## src/rtl/legv8_ctrl_pkg.sv

```systemverilog
// Shared definitions for the LEGv8 multicycle control path: opcode constants,
// ALUOp encodings, FSM state and instruction-class enumerations.
package legv8_ctrl_pkg;

   localparam int OPC_W = 11;
   localparam int ST_W  = 3;

   localparam logic [OPC_W-1:0] OPC_ADD  = 11'b10001011000;
   localparam logic [OPC_W-1:0] OPC_SUB  = 11'b11001011000;
   localparam logic [OPC_W-1:0] OPC_AND  = 11'b10001010000;
   localparam logic [OPC_W-1:0] OPC_ORR  = 11'b10101010000;
   localparam logic [OPC_W-1:0] OPC_LDUR = 11'b11111000010;
   localparam logic [OPC_W-1:0] OPC_STUR = 11'b11111000000;

   // CBZ and B carry immediate bits inside IR[31:21]; only their prefixes identify them
   localparam logic [7:0] OPC_CBZ_PFX = 8'b10110100;
   localparam logic [5:0] OPC_B_PFX   = 6'b000101;

   localparam logic [1:0] ALUOP_ADD   = 2'b00;
   localparam logic [1:0] ALUOP_PASSB = 2'b01;
   localparam logic [1:0] ALUOP_FUNCT = 2'b10;

   typedef enum logic [ST_W-1:0] {
      S_RESET  = 3'd0,
      S_FETCH  = 3'd1,
      S_DECODE = 3'd2,
      S_EXEC   = 3'd3,
      S_MEM    = 3'd4,
      S_WB     = 3'd5,
      S_TRAP   = 3'd7
   } state_t;

   typedef enum logic [3:0] {
      C_ILLEGAL = 4'd0,
      C_ADD     = 4'd1,
      C_SUB     = 4'd2,
      C_AND     = 4'd3,
      C_ORR     = 4'd4,
      C_LDUR    = 4'd5,
      C_STUR    = 4'd6,
      C_CBZ     = 4'd7,
      C_B       = 4'd8
   } iclass_t;

   function automatic logic is_rtype(input iclass_t c);
      return (c == C_ADD) || (c == C_SUB) || (c == C_AND) || (c == C_ORR);
   endfunction

endpackage

```

## src/rtl/legv8_opcode_classifier.sv

```systemverilog
// Combinational decode of IR[31:21] into an instruction class.
module legv8_opcode_classifier
   import legv8_ctrl_pkg::*;
(
   input  logic [OPC_W-1:0] opcode,
   output iclass_t          iclass
);

   localparam int N_EXACT = 6;

   localparam logic [OPC_W-1:0] EXACT_OPC [0:N_EXACT-1] =
      '{OPC_ADD, OPC_SUB, OPC_AND, OPC_ORR, OPC_LDUR, OPC_STUR};
   localparam iclass_t EXACT_CLS [0:N_EXACT-1] =
      '{C_ADD, C_SUB, C_AND, C_ORR, C_LDUR, C_STUR};

   logic [N_EXACT-1:0] hit;
   logic               cbz_hit;
   logic               b_hit;

   genvar gi;
   generate
      for (gi = 0; gi < N_EXACT; gi++) begin : g_exact
         assign hit[gi] = (opcode == EXACT_OPC[gi]);
      end
   endgenerate

   assign cbz_hit = (opcode[10:3] == OPC_CBZ_PFX);
   assign b_hit   = (opcode[10:5] == OPC_B_PFX);

   // Exact patterns and prefixes are disjoint, so priority order is irrelevant
   always_comb begin
      iclass = C_ILLEGAL;
      for (int i = 0; i < N_EXACT; i++) begin
         if (hit[i]) begin
            iclass = EXACT_CLS[i];
         end
      end
      if (cbz_hit) begin
         iclass = C_CBZ;
      end
      if (b_hit) begin
         iclass = C_B;
      end
   end

endmodule

```

## src/rtl/legv8_multicycle_control.sv

```systemverilog
// Multicycle main control FSM for the LEGv8 datapath: state register, latched
// instruction class and per-state strobe decode.
module legv8_multicycle_control
   import legv8_ctrl_pkg::*;
(
   input  logic             clk,
   input  logic             rst_n,
   input  logic [OPC_W-1:0] opcode,
   input  logic             zero,
   input  logic             mem_ready,
   output logic [1:0]       alu_op,
   output logic             alu_src,
   output logic             reg2loc,
   output logic             i_or_d,
   output logic             mem_read,
   output logic             mem_write,
   output logic             ir_write,
   output logic             pc_write,
   output logic             pc_src,
   output logic             reg_write,
   output logic             mem_to_reg,
   output logic             illegal,
   output logic [ST_W-1:0]  state_o
);

   state_t  state_reg;
   state_t  state_next;
   iclass_t class_reg;
   iclass_t dec_class;

   legv8_opcode_classifier u_classifier (
      .opcode (opcode),
      .iclass (dec_class)
   );

   always_ff @(posedge clk or negedge rst_n) begin
      if (!rst_n) begin
         state_reg <= S_RESET;
         class_reg <= C_ILLEGAL;
      end else begin
         state_reg <= state_next;
         // Class is captured once; later opcode changes must not disturb the instruction
         if (state_reg == S_DECODE) begin
            class_reg <= dec_class;
         end
      end
   end

   always_comb begin
      state_next = state_reg;
      alu_op     = ALUOP_ADD;
      alu_src    = 1'b0;
      reg2loc    = 1'b0;
      i_or_d     = 1'b0;
      mem_read   = 1'b0;
      mem_write  = 1'b0;
      ir_write   = 1'b0;
      pc_write   = 1'b0;
      pc_src     = 1'b0;
      reg_write  = 1'b0;
      mem_to_reg = 1'b0;
      illegal    = 1'b0;

      case (state_reg)
         S_RESET: begin
            state_next = S_FETCH;
         end
         S_FETCH: begin
            mem_read = 1'b1;
            if (mem_ready) begin
               ir_write   = 1'b1;
               pc_write   = 1'b1;
               state_next = S_DECODE;
            end
         end
         S_DECODE: begin
            // Decode uses the live classifier output; the register only loads at the edge
            if (dec_class == C_ILLEGAL) begin
               state_next = S_TRAP;
            end else if (dec_class == C_B) begin
               pc_write   = 1'b1;
               pc_src     = 1'b1;
               state_next = S_FETCH;
            end else begin
               state_next = S_EXEC;
            end
         end
         S_EXEC: begin
            if (is_rtype(class_reg)) begin
               alu_op     = ALUOP_FUNCT;
               state_next = S_WB;
            end else if ((class_reg == C_LDUR) || (class_reg == C_STUR)) begin
               alu_src    = 1'b1;
               state_next = S_MEM;
            end else if (class_reg == C_CBZ) begin
               alu_op     = ALUOP_PASSB;
               reg2loc    = 1'b1;
               pc_write   = zero;
               pc_src     = 1'b1;
               state_next = S_FETCH;
            end else begin
               state_next = S_FETCH;
            end
         end
         S_MEM: begin
            i_or_d    = 1'b1;
            reg2loc   = 1'b1;
            mem_read  = (class_reg == C_LDUR);
            mem_write = (class_reg == C_STUR);
            if (mem_ready) begin
               state_next = (class_reg == C_LDUR) ? S_WB : S_FETCH;
            end
         end
         S_WB: begin
            reg_write  = 1'b1;
            mem_to_reg = (class_reg == C_LDUR);
            state_next = S_FETCH;
         end
         S_TRAP: begin
            illegal = 1'b1;
         end
         default: begin
            state_next = S_RESET;
         end
      endcase
   end

   assign state_o = state_reg;

endmodule
```

## config.mk

```make
export PLATFORM = sky130hd
export DESIGN_NAME = legv8_multicycle_control
export DESIGN_NICKNAME = d
export VERILOG_FILES = /design/src/rtl/legv8_ctrl_pkg.sv /design/src/rtl/legv8_opcode_classifier.sv /design/src/rtl/legv8_multicycle_control.sv
export SDC_FILE = /design/constraint.sdc
export NUM_CORES = 1
export LEC_CHECK = 0
export ABC_AREA = 1
export CAP_MARGIN = 20
export CORE_AREA = 5 5 53 55
export DETAILED_ROUTE_END_ITERATION = 10
export DIE_AREA = 0 0 58 60
export DONT_BUFFER_PORTS = 1
export GPL_TIMING_DRIVEN = 0
export PLACE_DENSITY_LB_ADDON = 0.2
export SYNTH_ARGS = -nofsm -noshare
export SYNTH_HDL_FRONTEND = slang
export SYNTH_HIERARCHICAL = 1
export SYNTH_SLANG_ARGS = --single-unit
```

## constraint.sdc

```tcl
create_clock -name clk -period 1.9 [get_ports clk]
set_input_delay 0.285 -clock clk [delete_from_list [all_inputs] [get_ports clk]]
set_output_delay 0.285 -clock clk [all_outputs]
set_load 0.05 [all_outputs]
```

==> impl_metrics.py <==
metrics = {
    "drt": {
        "routed-via-count": 851,
        "vias_per_cell": 4.68,
        "wirelength_mm": 1.99,
        "wl_per_cell_um": 10.9,
        "initialDrtViolationCount": 37,
        "route.detailed.drc": 0,
        "drtAntennaViolNets": 0,
        "first_pass_iters": 4,
    },
    "yosys": {
        "ys_types": 19,
        "synthCells": 140,
        "synth_warnings": 6,
        "ys_ff_latch": 7,
        "synth_top_cell_by_area": "dfrtp_1",
        "syn_area_per_cell_sq_um": 5.31,
        "synth_top_area_share_pct": 23.6,
        "syn-num-nets": 155,
        "yosysSeqAreaShare_pct": 23.6,
        "syn_area_sq_um": 743,
        "synth_area_leaders": "dfrtp_1 24%, nand2_1 22%, inv_1 13%",
    },
    "final_layout": {
        "finish.utilization_pct": 44.0,
        "stdcell_count": 182,
        "syn_to_final_growth_pct": 38.6,
        "layout-drive-gt1-share_pct": 27.6,
        "final_area_sq_um": 1030,
        "nNetsFinal": 168,
        "largest_register_ffs": 4,
        "antenna_cells": 0,
    },
    "worst_setup_path": {
        "crit_type": "reg -> out",
        "cp_max_fo": 6,
        "critPathSlowestCell": "dfrtp_4",
        "crit_path_end_kind": "primary output",
        "critPathArrivalTime_ps": 1820,
        "crit_path_cell_trace": "inv_4 > nand2_4 > nor2_4 > inv_2 > nor2_4 > nand2_2 > nand3_4",
        "start_kind": "register",
        "r2r_start": "state_o[2]",
        "crit_path_start": "state_o[2]",
        "max_stage_delay_ps": 590,
        "path_common_cell": "nor2_4",
        "required_ps": 1620,
    },
    "clock_tree": {
        "cts_max_level": 1,
        "cts.sinks": 7,
        "clk_latency_ps": 250,
        "cts_made_buffers": 3,
        "clkTransAtPathRegs_ps": 50,
        "ctsRootBufferMaster": "clkbuf_4",
        "cts_buffer_depth": 2,
        "cts_tree": "yes",
    },
    "global_route": {
        "grt_max_degree": 9,
        "grt.overflow.total": 0,
        "antenna_found_initial": 0,
        "grtUsageTotal_pct": 11.9,
        "grt_pass1_wl_mm": 3.24,
        "grt_pass1_vias": 825,
    },
    "placed_design": {
        "place_area_sq_um": 803,
        "dp_slack_ps": -185,
        "globalplace.congestion": 0.858,
        "dpl.hpwl_mm": 1.58,
        "dp_cells": 170,
        "io_buffers": 0,
    },
    "sta": {
        "slew_viol_final": 0,
        "rsz0062_at_grt": "yes",
        "setup_viol": 7,
        "fin_crit_ps": 2100,
        "maxSlewHeadroom_pct": 63.4,
        "post-route-period-util_pct": 111,
        "hold_viol": 0,
        "worstMarginPinSlew_ps": 548,
        "fin_worst_skew_ps": 1.47,
        "setup_ws_ps": -204,
        "clock.fmax_mhz": 475,
    },
    "run_status": {
        "violations": "negative setup slack",
        "status": "finished, violations left",
    },
    "floorplanning": {
        "dieWidth_um": 58,
        "die_area_sq_um": 3480,
        "initial_core_util_pct": 31.7,
        "num_rows": 18,
        "die_h_um": 60,
        "ioPinCount": 31,
        "core_area_sq_um": 2340,
    },
    "power_and_ir_drop": {
        "p_per_area_nw_per_um2": 1380,
        "total_power_uw": 1420,
        "irDropWorstVdd_mv": 0.607,
        "p_leak_uw": 0.000527,
    },
    "flow_run": {
        "maxCapViolations": 0,
    },
    "min_path": {
        "worstHoldStart": "mem_ready",
        "hold_path_class": "in -> reg",
    },
}
==> metal layers <==
layer	track usage, %	wire length [um]
met1	11.5	776
met2	24.0	1060
met3	4.75	140
met4	1.32	6
met5	0	0
==> final timing paths <==
check	endpoint	slack, ps	cells after the start
worst max-delay path	pc_write	-200	7
worst min-delay path	state_o[2]	270	3
worst max register to register	state_o[2]	320	8
worst min register to register	class_reg[2]	510	2
max in group asynchronous	state_o[0]	1270	1
min in group asynchronous	class_reg[3]	360	1
==> timing repair <==
action,CTS,global route
setup buffers,3,5
endpoints found under the hold margin,7,0
hold buffers,1,0
endpoints found under the setup margin,12,11
resized for setup,28,6
pin swaps,6,7
==> worst max-delay path: cells and delay by family, from the launching register on <==
family        cells  cell delay, ps
flops             1             590
buf+inv           2             160
simple gates      5             800
==> layout make-up <==
| type | instances | area [sq um] |
|---|---|---|
| timing repair buffer | 8 | 62.6 |
| clock buffer | 4 | 26.3 |
| buffer | 1 | 7.51 |
| tap | 30 | 37.5 |
| sequential | 7 | 186 |
| inverter | 29 | 121 |
| fill | 252 | 1310 |
| multi-input combinational | 103 | 588 |
==> through the flow <==
step / TNS, ps / hold slack, ps
2_1_floorplan: -144 / -10.6
3_3_place_gp: -958 / -10.4
3_5_place_dp: -1010 / -10.4
4_1_cts: -858 / 265
5_1_grt: -1380 / 264
6_report: -730 / 266
==> power by group <==
| part | switching (uW) | internal (uW) | leakage, uW |
|---|---|---|---|
| Clock | 53.4 | 80.0 | 0.0000150 |
| Sequential | 203 | 235 | 0.0000828 |
| Combinational | 592 | 257 | 0.000429 |
| Total | 848 | 572 | 0.000527 |
==> logic make-up after synthesis <==
logic type,after synthesis,share of synthesized area [%]
simple gates,95,55.1
buf+inv,30,15.7
compound gates,8,5.72
flops,7,23.6
==> layout by cell type, fill, tap and decap left out, types with 3 or more instances in the layout <==
cell type	netlist	final
a21oi_1	4	3
dfrtp_4	0	3
buf_4	1	8
nand2_2	2	3
nor2_1	26	22
inv_2	3	3
dfrtp_1	7	4
nand3_1	14	12
inv_1	26	22
nor2_4	1	6
nand2_1	43	38
clkbuf_4	0	3
==> cells in the mapped netlist, drive strengths merged <==
library cell	number
a21boi	1
a21oi	4
buf	1
dfrtp	7
inv	29
nand2	45
nand3	14
nand3b	1
nand4	1
nor2	30
nor3	1
nor4	1
o21ai	3
or2	2
Power figures use the tool's default switching activity.
